`src/rtl/rgb2ycbcr_pkg.sv`:
```
// rtl/rgb2ycbcr_pkg.sv - shared types, defaults and width helper for the rgb2ycbcr arbiter
package rgb2ycbcr_pkg;

  typedef logic owner_t;

  typedef enum logic [1:0] {
    IDLE,
    OWN0,
    OWN1
  } state_t;

  typedef struct packed {
    logic   valid;
    owner_t owner;
  } tag_t;

  localparam int DEFAULT_LATENCY = 4;

  function automatic int clog2(input int value);
    int r;
    r = 0;
    for (int v = value - 1; v > 0; v = v >> 1) r = r + 1;
    return r;
  endfunction

endpackage

```
`src/rtl/rgb2ycbcr_arbiter_if.sv`:
```
// rtl/rgb2ycbcr_arbiter_if.sv - pixel requester valid/ready bundle (master = requester, slave = arbiter)
interface rgb2ycbcr_arbiter_if #(
  parameter int BIT_WIDTH = 8,
  parameter int V_BITW    = 9,
  parameter int H_BITW    = 10,
  parameter int A_BITW    = 21
);
  logic                 valid;
  logic                 ready;
  logic [BIT_WIDTH-1:0] r;
  logic [BIT_WIDTH-1:0] g;
  logic [BIT_WIDTH-1:0] b;
  logic [V_BITW-1:0]    vcnt;
  logic [H_BITW-1:0]    hcnt;
  logic [A_BITW-1:0]    addr;

  modport master (output valid, r, g, b, vcnt, hcnt, addr, input ready);
  modport slave  (input valid, r, g, b, vcnt, hcnt, addr, output ready);
endinterface

```
`src/rtl/rgb2ycbcr_tag_pipe.sv`:
```
// rtl/rgb2ycbcr_tag_pipe.sv - {valid, owner} delay line that follows beats through the converter
module rgb2ycbcr_tag_pipe
  import rgb2ycbcr_pkg::*;
#(
  parameter int DEPTH = DEFAULT_LATENCY + 1
) (
  input  logic   clock,
  input  logic   reset,
  input  logic   push_valid,
  input  owner_t push_owner,
  output logic   tail_valid,
  output owner_t tail_owner
);

  tag_t [DEPTH-1:0] pipe;
  tag_t             head;

  assign head = {push_valid, push_owner};

  always_ff @(posedge clock or posedge reset) begin
    if (reset) begin
      pipe <= '0;
    end else begin
      pipe <= {pipe[DEPTH-2:0], head};
    end
  end

  assign tail_valid = pipe[DEPTH-1].valid;
  assign tail_owner = pipe[DEPTH-1].owner;

endmodule

```
`src/rtl/rgb2ycbcr_arbiter.sv`:
```
// rtl/rgb2ycbcr_arbiter.sv - burst-locking two-requester arbiter in front of a shared rgb2ycbcr converter
// RGB2YCBCR_ARB_RR_EN: round-robin tie-break in IDLE; undefined gives fixed priority to requester 0.
module rgb2ycbcr_arbiter
  import rgb2ycbcr_pkg::*;
#(
  parameter int BIT_WIDTH    = 8,
  parameter int FRAME_HEIGHT = 480,
  parameter int FRAME_WIDTH  = 640,
  parameter int LATENCY      = DEFAULT_LATENCY,
  parameter int MAX_BURST    = 16,
  localparam int V_BITW = clog2(FRAME_HEIGHT),
  localparam int H_BITW = clog2(FRAME_WIDTH),
  localparam int P_BITW = clog2(FRAME_HEIGHT * FRAME_WIDTH),
  localparam int A_BITW = P_BITW + 2
) (
  input  logic                 clock,
  input  logic                 reset,
  rgb2ycbcr_arbiter_if.slave   req0,
  rgb2ycbcr_arbiter_if.slave   req1,
  output logic [BIT_WIDTH-1:0] conv_r,
  output logic [BIT_WIDTH-1:0] conv_g,
  output logic [BIT_WIDTH-1:0] conv_b,
  output logic [V_BITW-1:0]    conv_vcnt,
  output logic [H_BITW-1:0]    conv_hcnt,
  output logic [A_BITW-1:0]    conv_addr,
  input  logic [BIT_WIDTH-1:0] conv_y,
  input  logic [BIT_WIDTH-1:0] conv_cb,
  input  logic [BIT_WIDTH-1:0] conv_cr,
  input  logic [V_BITW-1:0]    conv_out_vcnt,
  input  logic [H_BITW-1:0]    conv_out_hcnt,
  input  logic [A_BITW-1:0]    conv_out_addr,
  output logic                 out0_valid,
  output logic                 out1_valid,
  output logic [BIT_WIDTH-1:0] out_y,
  output logic [BIT_WIDTH-1:0] out_cb,
  output logic [BIT_WIDTH-1:0] out_cr,
  output logic [V_BITW-1:0]    out_vcnt,
  output logic [H_BITW-1:0]    out_hcnt,
  output logic [A_BITW-1:0]    out_addr
);

  localparam int             CNT_W     = clog2(MAX_BURST + 1);
  localparam logic [CNT_W-1:0] BURST_MAX = CNT_W'(MAX_BURST);
  localparam logic [CNT_W-1:0] LAST_BEAT = CNT_W'(MAX_BURST - 1);

  state_t           state, state_n, tie_winner;
  logic [CNT_W-1:0] cnt, cnt_n;
  logic             ready0, ready1, xfer0, xfer1;
  logic             tail_valid;
  owner_t           tail_owner;

  assign ready0 = (state == OWN0) && (cnt < BURST_MAX);
  assign ready1 = (state == OWN1) && (cnt < BURST_MAX);
  assign req0.ready = ready0;
  assign req1.ready = ready1;
  assign xfer0 = req0.valid && ready0;
  assign xfer1 = req1.valid && ready1;

`ifdef RGB2YCBCR_ARB_RR_EN
  // Resets to 1 so requester 0 takes the first simultaneous request.
  owner_t last_owner;

  always_ff @(posedge clock or posedge reset) begin
    if (reset) begin
      last_owner <= 1'b1;
    end else if (state == IDLE && state_n == OWN0) begin
      last_owner <= 1'b0;
    end else if (state == IDLE && state_n == OWN1) begin
      last_owner <= 1'b1;
    end
  end

  assign tie_winner = (last_owner == 1'b1) ? OWN0 : OWN1;
`else
  assign tie_winner = OWN0;
`endif

  always_ff @(posedge clock or posedge reset) begin
    if (reset) begin
      state <= IDLE;
      cnt   <= '0;
    end else begin
      state <= state_n;
      cnt   <= cnt_n;
    end
  end

  always_comb begin
    state_n = state;
    cnt_n   = cnt;
    unique case (state)
      IDLE: begin
        if (req0.valid && req1.valid) state_n = tie_winner;
        else if (req0.valid)          state_n = OWN0;
        else if (req1.valid)          state_n = OWN1;
      end
      OWN0: begin
        if (!req0.valid) begin
          state_n = IDLE;
          cnt_n   = '0;
        end else if (ready0) begin
          if (cnt == LAST_BEAT) begin
            state_n = IDLE;
            cnt_n   = '0;
          end else begin
            cnt_n = cnt + CNT_W'(1);
          end
        end
      end
      OWN1: begin
        if (!req1.valid) begin
          state_n = IDLE;
          cnt_n   = '0;
        end else if (ready1) begin
          if (cnt == LAST_BEAT) begin
            state_n = IDLE;
            cnt_n   = '0;
          end else begin
            cnt_n = cnt + CNT_W'(1);
          end
        end
      end
      default: begin
        state_n = IDLE;
        cnt_n   = '0;
      end
    endcase
  end

  // conv_* holds its last beat between transfers; the tag pipe marks those cycles invalid.
  always_ff @(posedge clock or posedge reset) begin
    if (reset) begin
      conv_r    <= '0;
      conv_g    <= '0;
      conv_b    <= '0;
      conv_vcnt <= '0;
      conv_hcnt <= '0;
      conv_addr <= '0;
    end else if (xfer0) begin
      conv_r    <= req0.r;
      conv_g    <= req0.g;
      conv_b    <= req0.b;
      conv_vcnt <= req0.vcnt;
      conv_hcnt <= req0.hcnt;
      conv_addr <= req0.addr;
    end else if (xfer1) begin
      conv_r    <= req1.r;
      conv_g    <= req1.g;
      conv_b    <= req1.b;
      conv_vcnt <= req1.vcnt;
      conv_hcnt <= req1.hcnt;
      conv_addr <= req1.addr;
    end
  end

  rgb2ycbcr_tag_pipe #(
    .DEPTH(LATENCY + 1)
  ) u_tag_pipe (
    .clock     (clock),
    .reset     (reset),
    .push_valid(xfer0 || xfer1),
    .push_owner(xfer1),
    .tail_valid(tail_valid),
    .tail_owner(tail_owner)
  );

  always_ff @(posedge clock or posedge reset) begin
    if (reset) begin
      out0_valid <= 1'b0;
      out1_valid <= 1'b0;
      out_y      <= '0;
      out_cb     <= '0;
      out_cr     <= '0;
      out_vcnt   <= '0;
      out_hcnt   <= '0;
      out_addr   <= '0;
    end else begin
      out0_valid <= tail_valid && (tail_owner == 1'b0);
      out1_valid <= tail_valid && (tail_owner == 1'b1);
      if (tail_valid) begin
        out_y    <= conv_y;
        out_cb   <= conv_cb;
        out_cr   <= conv_cr;
        out_vcnt <= conv_out_vcnt;
        out_hcnt <= conv_out_hcnt;
        out_addr <= conv_out_addr;
      end
    end
  end

endmodule
```
`src/flat_wrapper.sv`:
```
// flat-port wrapper written by rule: the top's interface ports become plain ports
module rgb2ycbcr_arbiter_flat import rgb2ycbcr_pkg::*;
#(
  parameter int BIT_WIDTH    = 8,
  parameter int FRAME_HEIGHT = 480,
  parameter int FRAME_WIDTH  = 640,
  parameter int LATENCY      = DEFAULT_LATENCY,
  parameter int MAX_BURST    = 16,
  localparam int V_BITW = clog2(FRAME_HEIGHT),
  localparam int H_BITW = clog2(FRAME_WIDTH),
  localparam int P_BITW = clog2(FRAME_HEIGHT * FRAME_WIDTH),
  localparam int A_BITW = P_BITW + 2
)
  (clock, reset, conv_r, conv_g, conv_b, conv_vcnt, conv_hcnt, conv_addr, conv_y, conv_cb, conv_cr, conv_out_vcnt, conv_out_hcnt, conv_out_addr, out0_valid, out1_valid, out_y, out_cb, out_cr, out_vcnt, out_hcnt, out_addr, req0_valid, req0_r, req0_g, req0_b, req0_vcnt, req0_hcnt, req0_addr, req0_ready, req1_valid, req1_r, req1_g, req1_b, req1_vcnt, req1_hcnt, req1_addr, req1_ready);
  rgb2ycbcr_arbiter_if #(.BIT_WIDTH(BIT_WIDTH)) req0_i ();
  rgb2ycbcr_arbiter_if #(.BIT_WIDTH(BIT_WIDTH)) req1_i ();
  input  logic clock;
  input  logic reset;
  output logic [BIT_WIDTH-1:0] conv_r;
  output logic [BIT_WIDTH-1:0] conv_g;
  output logic [BIT_WIDTH-1:0] conv_b;
  output logic [V_BITW-1:0] conv_vcnt;
  output logic [H_BITW-1:0] conv_hcnt;
  output logic [A_BITW-1:0] conv_addr;
  input  logic [BIT_WIDTH-1:0] conv_y;
  input  logic [BIT_WIDTH-1:0] conv_cb;
  input  logic [BIT_WIDTH-1:0] conv_cr;
  input  logic [V_BITW-1:0] conv_out_vcnt;
  input  logic [H_BITW-1:0] conv_out_hcnt;
  input  logic [A_BITW-1:0] conv_out_addr;
  output logic out0_valid;
  output logic out1_valid;
  output logic [BIT_WIDTH-1:0] out_y;
  output logic [BIT_WIDTH-1:0] out_cb;
  output logic [BIT_WIDTH-1:0] out_cr;
  output logic [V_BITW-1:0] out_vcnt;
  output logic [H_BITW-1:0] out_hcnt;
  output logic [A_BITW-1:0] out_addr;
  input wire logic [$bits(req0_i.valid)-1:0] req0_valid;
  input wire logic [$bits(req0_i.r)-1:0] req0_r;
  input wire logic [$bits(req0_i.g)-1:0] req0_g;
  input wire logic [$bits(req0_i.b)-1:0] req0_b;
  input wire logic [$bits(req0_i.vcnt)-1:0] req0_vcnt;
  input wire logic [$bits(req0_i.hcnt)-1:0] req0_hcnt;
  input wire logic [$bits(req0_i.addr)-1:0] req0_addr;
  output wire logic [$bits(req0_i.ready)-1:0] req0_ready;
  input wire logic [$bits(req1_i.valid)-1:0] req1_valid;
  input wire logic [$bits(req1_i.r)-1:0] req1_r;
  input wire logic [$bits(req1_i.g)-1:0] req1_g;
  input wire logic [$bits(req1_i.b)-1:0] req1_b;
  input wire logic [$bits(req1_i.vcnt)-1:0] req1_vcnt;
  input wire logic [$bits(req1_i.hcnt)-1:0] req1_hcnt;
  input wire logic [$bits(req1_i.addr)-1:0] req1_addr;
  output wire logic [$bits(req1_i.ready)-1:0] req1_ready;
  assign req0_i.valid = req0_valid;
  assign req0_i.r = req0_r;
  assign req0_i.g = req0_g;
  assign req0_i.b = req0_b;
  assign req0_i.vcnt = req0_vcnt;
  assign req0_i.hcnt = req0_hcnt;
  assign req0_i.addr = req0_addr;
  assign req0_ready = req0_i.ready;
  assign req1_i.valid = req1_valid;
  assign req1_i.r = req1_r;
  assign req1_i.g = req1_g;
  assign req1_i.b = req1_b;
  assign req1_i.vcnt = req1_vcnt;
  assign req1_i.hcnt = req1_hcnt;
  assign req1_i.addr = req1_addr;
  assign req1_ready = req1_i.ready;
  rgb2ycbcr_arbiter #(.BIT_WIDTH(BIT_WIDTH), .FRAME_HEIGHT(FRAME_HEIGHT), .FRAME_WIDTH(FRAME_WIDTH), .LATENCY(LATENCY), .MAX_BURST(MAX_BURST)) u_core (.clock(clock), .reset(reset), .req0(req0_i), .req1(req1_i), .conv_r(conv_r), .conv_g(conv_g), .conv_b(conv_b), .conv_vcnt(conv_vcnt), .conv_hcnt(conv_hcnt), .conv_addr(conv_addr), .conv_y(conv_y), .conv_cb(conv_cb), .conv_cr(conv_cr), .conv_out_vcnt(conv_out_vcnt), .conv_out_hcnt(conv_out_hcnt), .conv_out_addr(conv_out_addr), .out0_valid(out0_valid), .out1_valid(out1_valid), .out_y(out_y), .out_cb(out_cb), .out_cr(out_cr), .out_vcnt(out_vcnt), .out_hcnt(out_hcnt), .out_addr(out_addr));
endmodule
```
`config.mk`:
```
export PLATFORM = sky130hd
export DESIGN_NAME = rgb2ycbcr_arbiter_flat
export DESIGN_NICKNAME = d
export VERILOG_FILES = /design/src/rtl/rgb2ycbcr_pkg.sv /design/src/rtl/rgb2ycbcr_arbiter_if.sv /design/src/rtl/rgb2ycbcr_tag_pipe.sv /design/src/rtl/rgb2ycbcr_arbiter.sv /design/src/flat_wrapper.sv
export SDC_FILE = /design/constraint.sdc
export NUM_CORES = 1
export LEC_CHECK = 0
export ABC_AREA = 0
export CORE_ASPECT_RATIO = 1.5
export CORE_MARGIN = 2
export CORE_UTILIZATION = 36
export CTS_CLUSTER_SIZE = 14
export DETAILED_ROUTE_END_ITERATION = 16
export MAX_ROUTING_LAYER = met4
export PLACE_DENSITY = 0.85
export SYNTH_ARGS = -nofsm -noshare
export SYNTH_HDL_FRONTEND = slang
export SYNTH_SLANG_ARGS = --single-unit
```
`constraint.sdc`:
```
create_clock -name clock -period 5.1 [get_ports clock]
set_input_delay 1.02 -clock clock [delete_from_list [all_inputs] [get_ports clock]]
set_output_delay 1.02 -clock clock [all_outputs]
set_load 0.1 [all_outputs]
```
==> results.cfg <==
[clock_tree]
clk_pin_slew_ns = 0.07
cts-resized-gates = 0
numCtsBuffers = 17
cts_tree = yes
clockBufferDepth = 2
postCtsHoldBufs = 0
cts-root-buf = clkbuf_16
insertion_delay_ns = 0.41
htree_num_levels = 4
clock-sinks = 147
post-cts-setup-buffer-count = 0

[place]
portBuffers = 327
hpwl_mm = 12.7
gp_congestion = 0.799

[layout]
layout-drive-gt1-share_pct = 12.9
syn_to_final_growth_pct = 64.7
antennaDiodeCount = 0
fin_nets = 999
fin_util_pct = 60.3
final_common_cell = clkdlybuf4s50_1
final_cell_mix = clkdlybuf4s50_1 (327), dfrtp_1 (146), nand2_1 (65)

[route]
vias = 4808
drt-vias-per-instance = 4.71
wl_per_cell_um = 16.5
initialDrtViolationCount = 151
drtAntennaViolNets = 0
drt_wl_total_mm = 16.9
drc = 0
first_pass_iters = 4

[yosys]
ys_top_cells_by_area = dfrtp_1 (60%), mux2_2 (12%), mux2i_1 (10%), o21ai_0 (5.2%), nand2_1 (4.0%)
synth_seq_cells = 147
yosysUniqueCellTypes = 31
ys_seq_area_share_pct = 60.2
synth_warnings = 0
yosysTopAreaCell = dfrtp_1
synth.top_cell.area_share_pct = 60.2
synth_area_um2 = 6110
syn_avg_cell_area_um2 = 12.8
syn_inst = 478
syn_nets = 679

[timing]
max_freq_ghz = 0.288
drv_slew = 0
fin_skew_ns = 0.0131
hold_viol = 0
post-route-min-period_ns = 3.47
finalSetupTns_ns = 0
slew_headroom_pct = 28.8
grt_setup_unrepaired = false
hold_slack_ns = 0.347
setup_viol = 0
tightest_slew_ns = 1.06
timing.final.crit_share_pct = 68.1

[global_route]
grt_pass1_vias = 4960
grt_usage_pct = 19.1
antenna_found_initial = 0
grt_overflow = 0
grt_max_degree = 93
grt_pass1_wl_mm = 25.3

[job]
max_cap_viol_count = 0

[setup_path]
crit_buf_inv = 2
startpoint_type = register
setup.worst_path.end_class = output port
critPathMaxFanout = 4
worstPathRequired_ns = 4.08
crit_arrival_ns = 2.45
critPathKind = reg -> out
cpMaxStageDelayCell = clkdlybuf4s50_1
slowest_delay_ns = 1.16
path_cells = inv_1 -> ha_1 -> nor2b_1 -> clkdlybuf4s50_1
path_delay_family = buffers and inverters

[floorplan]
ioPinCount = 328
rows = 58
die_area_um2 = 18100
initial_core_util_pct = 36.6
die-width_um = 110
die_h_um = 164
fp.coreArea_um2 = 16700

[hold_path]
holdCritPathClass = reg -> reg

[run_status]
status = complete, no violations
[per-stage QoR]
step / std cells / area (um^2) / setup WS [ns]
2_1_floorplan: 478 / 6110 / 0.129
3_3_place_gp: 989 / 9510 / 1.90
3_5_place_dp: 989 / 9510 / 1.81
4_1_cts: 1021 / 10100 / 1.62
5_1_grt: 1021 / 10100 / 1.52
6_report: 1021 / 10100 / 1.63
[metal layers]
metal	GRT usage, %	part of all wire [%]
met1	21.3	37
met2	32.5	53
met3	4.59	7.0
met4	7.39	2.8
met5	-	0
[kinds of logic (layout without fill, tap and decap cells)]
| logic type | count (synthesis) | in the layout | share of synthesized area (%) |
|---|---|---|---|
| flip-flops | 147 | 147 | 60.2 |
| multiplexers | 127 | 127 | 22.1 |
| AND/OR/NAND/NOR | 82 | 82 | 5.69 |
| AO/OA/AOI/OAI | 78 | 78 | 7.19 |
| buffers and inverters | 39 | 372 | 3.79 |
| adder cells (fa/ha/maj) | 5 | 5 | 1.02 |
[worst paths after layout]
check                                                          from                                  end  slack [ns]  depth (start not counted)
worst min register to register  u_core.u_tag_pipe.pipe[3]$_DFF_PP0_  u_core.u_tag_pipe.pipe[5]$_DFF_PP0_        0.35                          0
worst max-delay path                    u_core.state[1]$_DFFE_PP0P_                           req0_ready        1.63                          4
min in group asynchronous                                     reset       u_core.out_addr[3]$_DFFE_PP0P_        1.13                          2
max in group asynchronous                                     reset         u_core.conv_b[5]$_DFFE_PP0P_        3.11                          3
worst max register to register          u_core.state[1]$_DFFE_PP0P_         u_core.conv_b[1]$_DFFE_PP0P_        2.57                          7
worst min-delay path            u_core.u_tag_pipe.pipe[3]$_DFF_PP0_  u_core.u_tag_pipe.pipe[5]$_DFF_PP0_        0.35                          0
[layout make-up]
cell class | instances | area [um^2]
clock inverters | 14 | 120
clock buffers | 18 | 439
well taps | 210 | 263
inverters | 9 | 38.8
flip-flops and latches | 147 | 3680
fillers | 1379 | 6630
repair buffers | 331 | 3320
multi-input cells | 292 | 2210
[synth_stat cells]
| library cell | instances |
|---|---|
| clkbuf_1 | 9 |
| nand2b_1 | 1 |
| a22o_2 | 1 |
| nand4_1 | 1 |
| dfrtp_1 | 147 |
| nor2b_1 | 4 |
| and2_1 | 2 |
| ha_1 | 5 |
| a21oi_1 | 2 |
| nand4b_1 | 1 |
| mux2i_1 | 63 |
| o2111ai_1 | 2 |
| buf_6 | 9 |
| nand2b_2 | 1 |
| o21ai_0 | 63 |
| a22o_1 | 2 |
| nand2_1 | 65 |
| buf_4 | 1 |
| a21boi_0 | 1 |
| a31oi_1 | 1 |
| nor2_1 | 2 |
| mux2_2 | 64 |
| and3b_1 | 1 |
| a21o_1 | 1 |
| nand3_1 | 3 |
| o21a_1 | 1 |
| buf_2 | 11 |
| a32o_1 | 1 |
| nor3_1 | 1 |
| a222oi_1 | 3 |
| inv_1 | 9 |
[flip-flops by register name, summed over array words and instances, names as in the netlist]
signal and flops:
u_core.out_cr 8, u_core.out1_valid 1, u_core.conv_b 8, u_core.u_tag_pipe.tail_owner 1, u_core.state 2, u_core.cnt 5, u_core.out_vcnt 9, u_core.conv_vcnt 9
u_core.u_tag_pipe.tail_valid 1, u_core.out_y 8, u_core.out_hcnt 10, u_core.conv_addr 21, u_core.out_cb 8, u_core.u_tag_pipe.pipe 8, u_core.out0_valid 1, u_core.conv_hcnt 10
u_core.conv_g 8, u_core.conv_r 8, u_core.out_addr 21
Power is not shown: default switching activity piles up to over one toggle a cycle in this logic, so the estimate is an artifact.
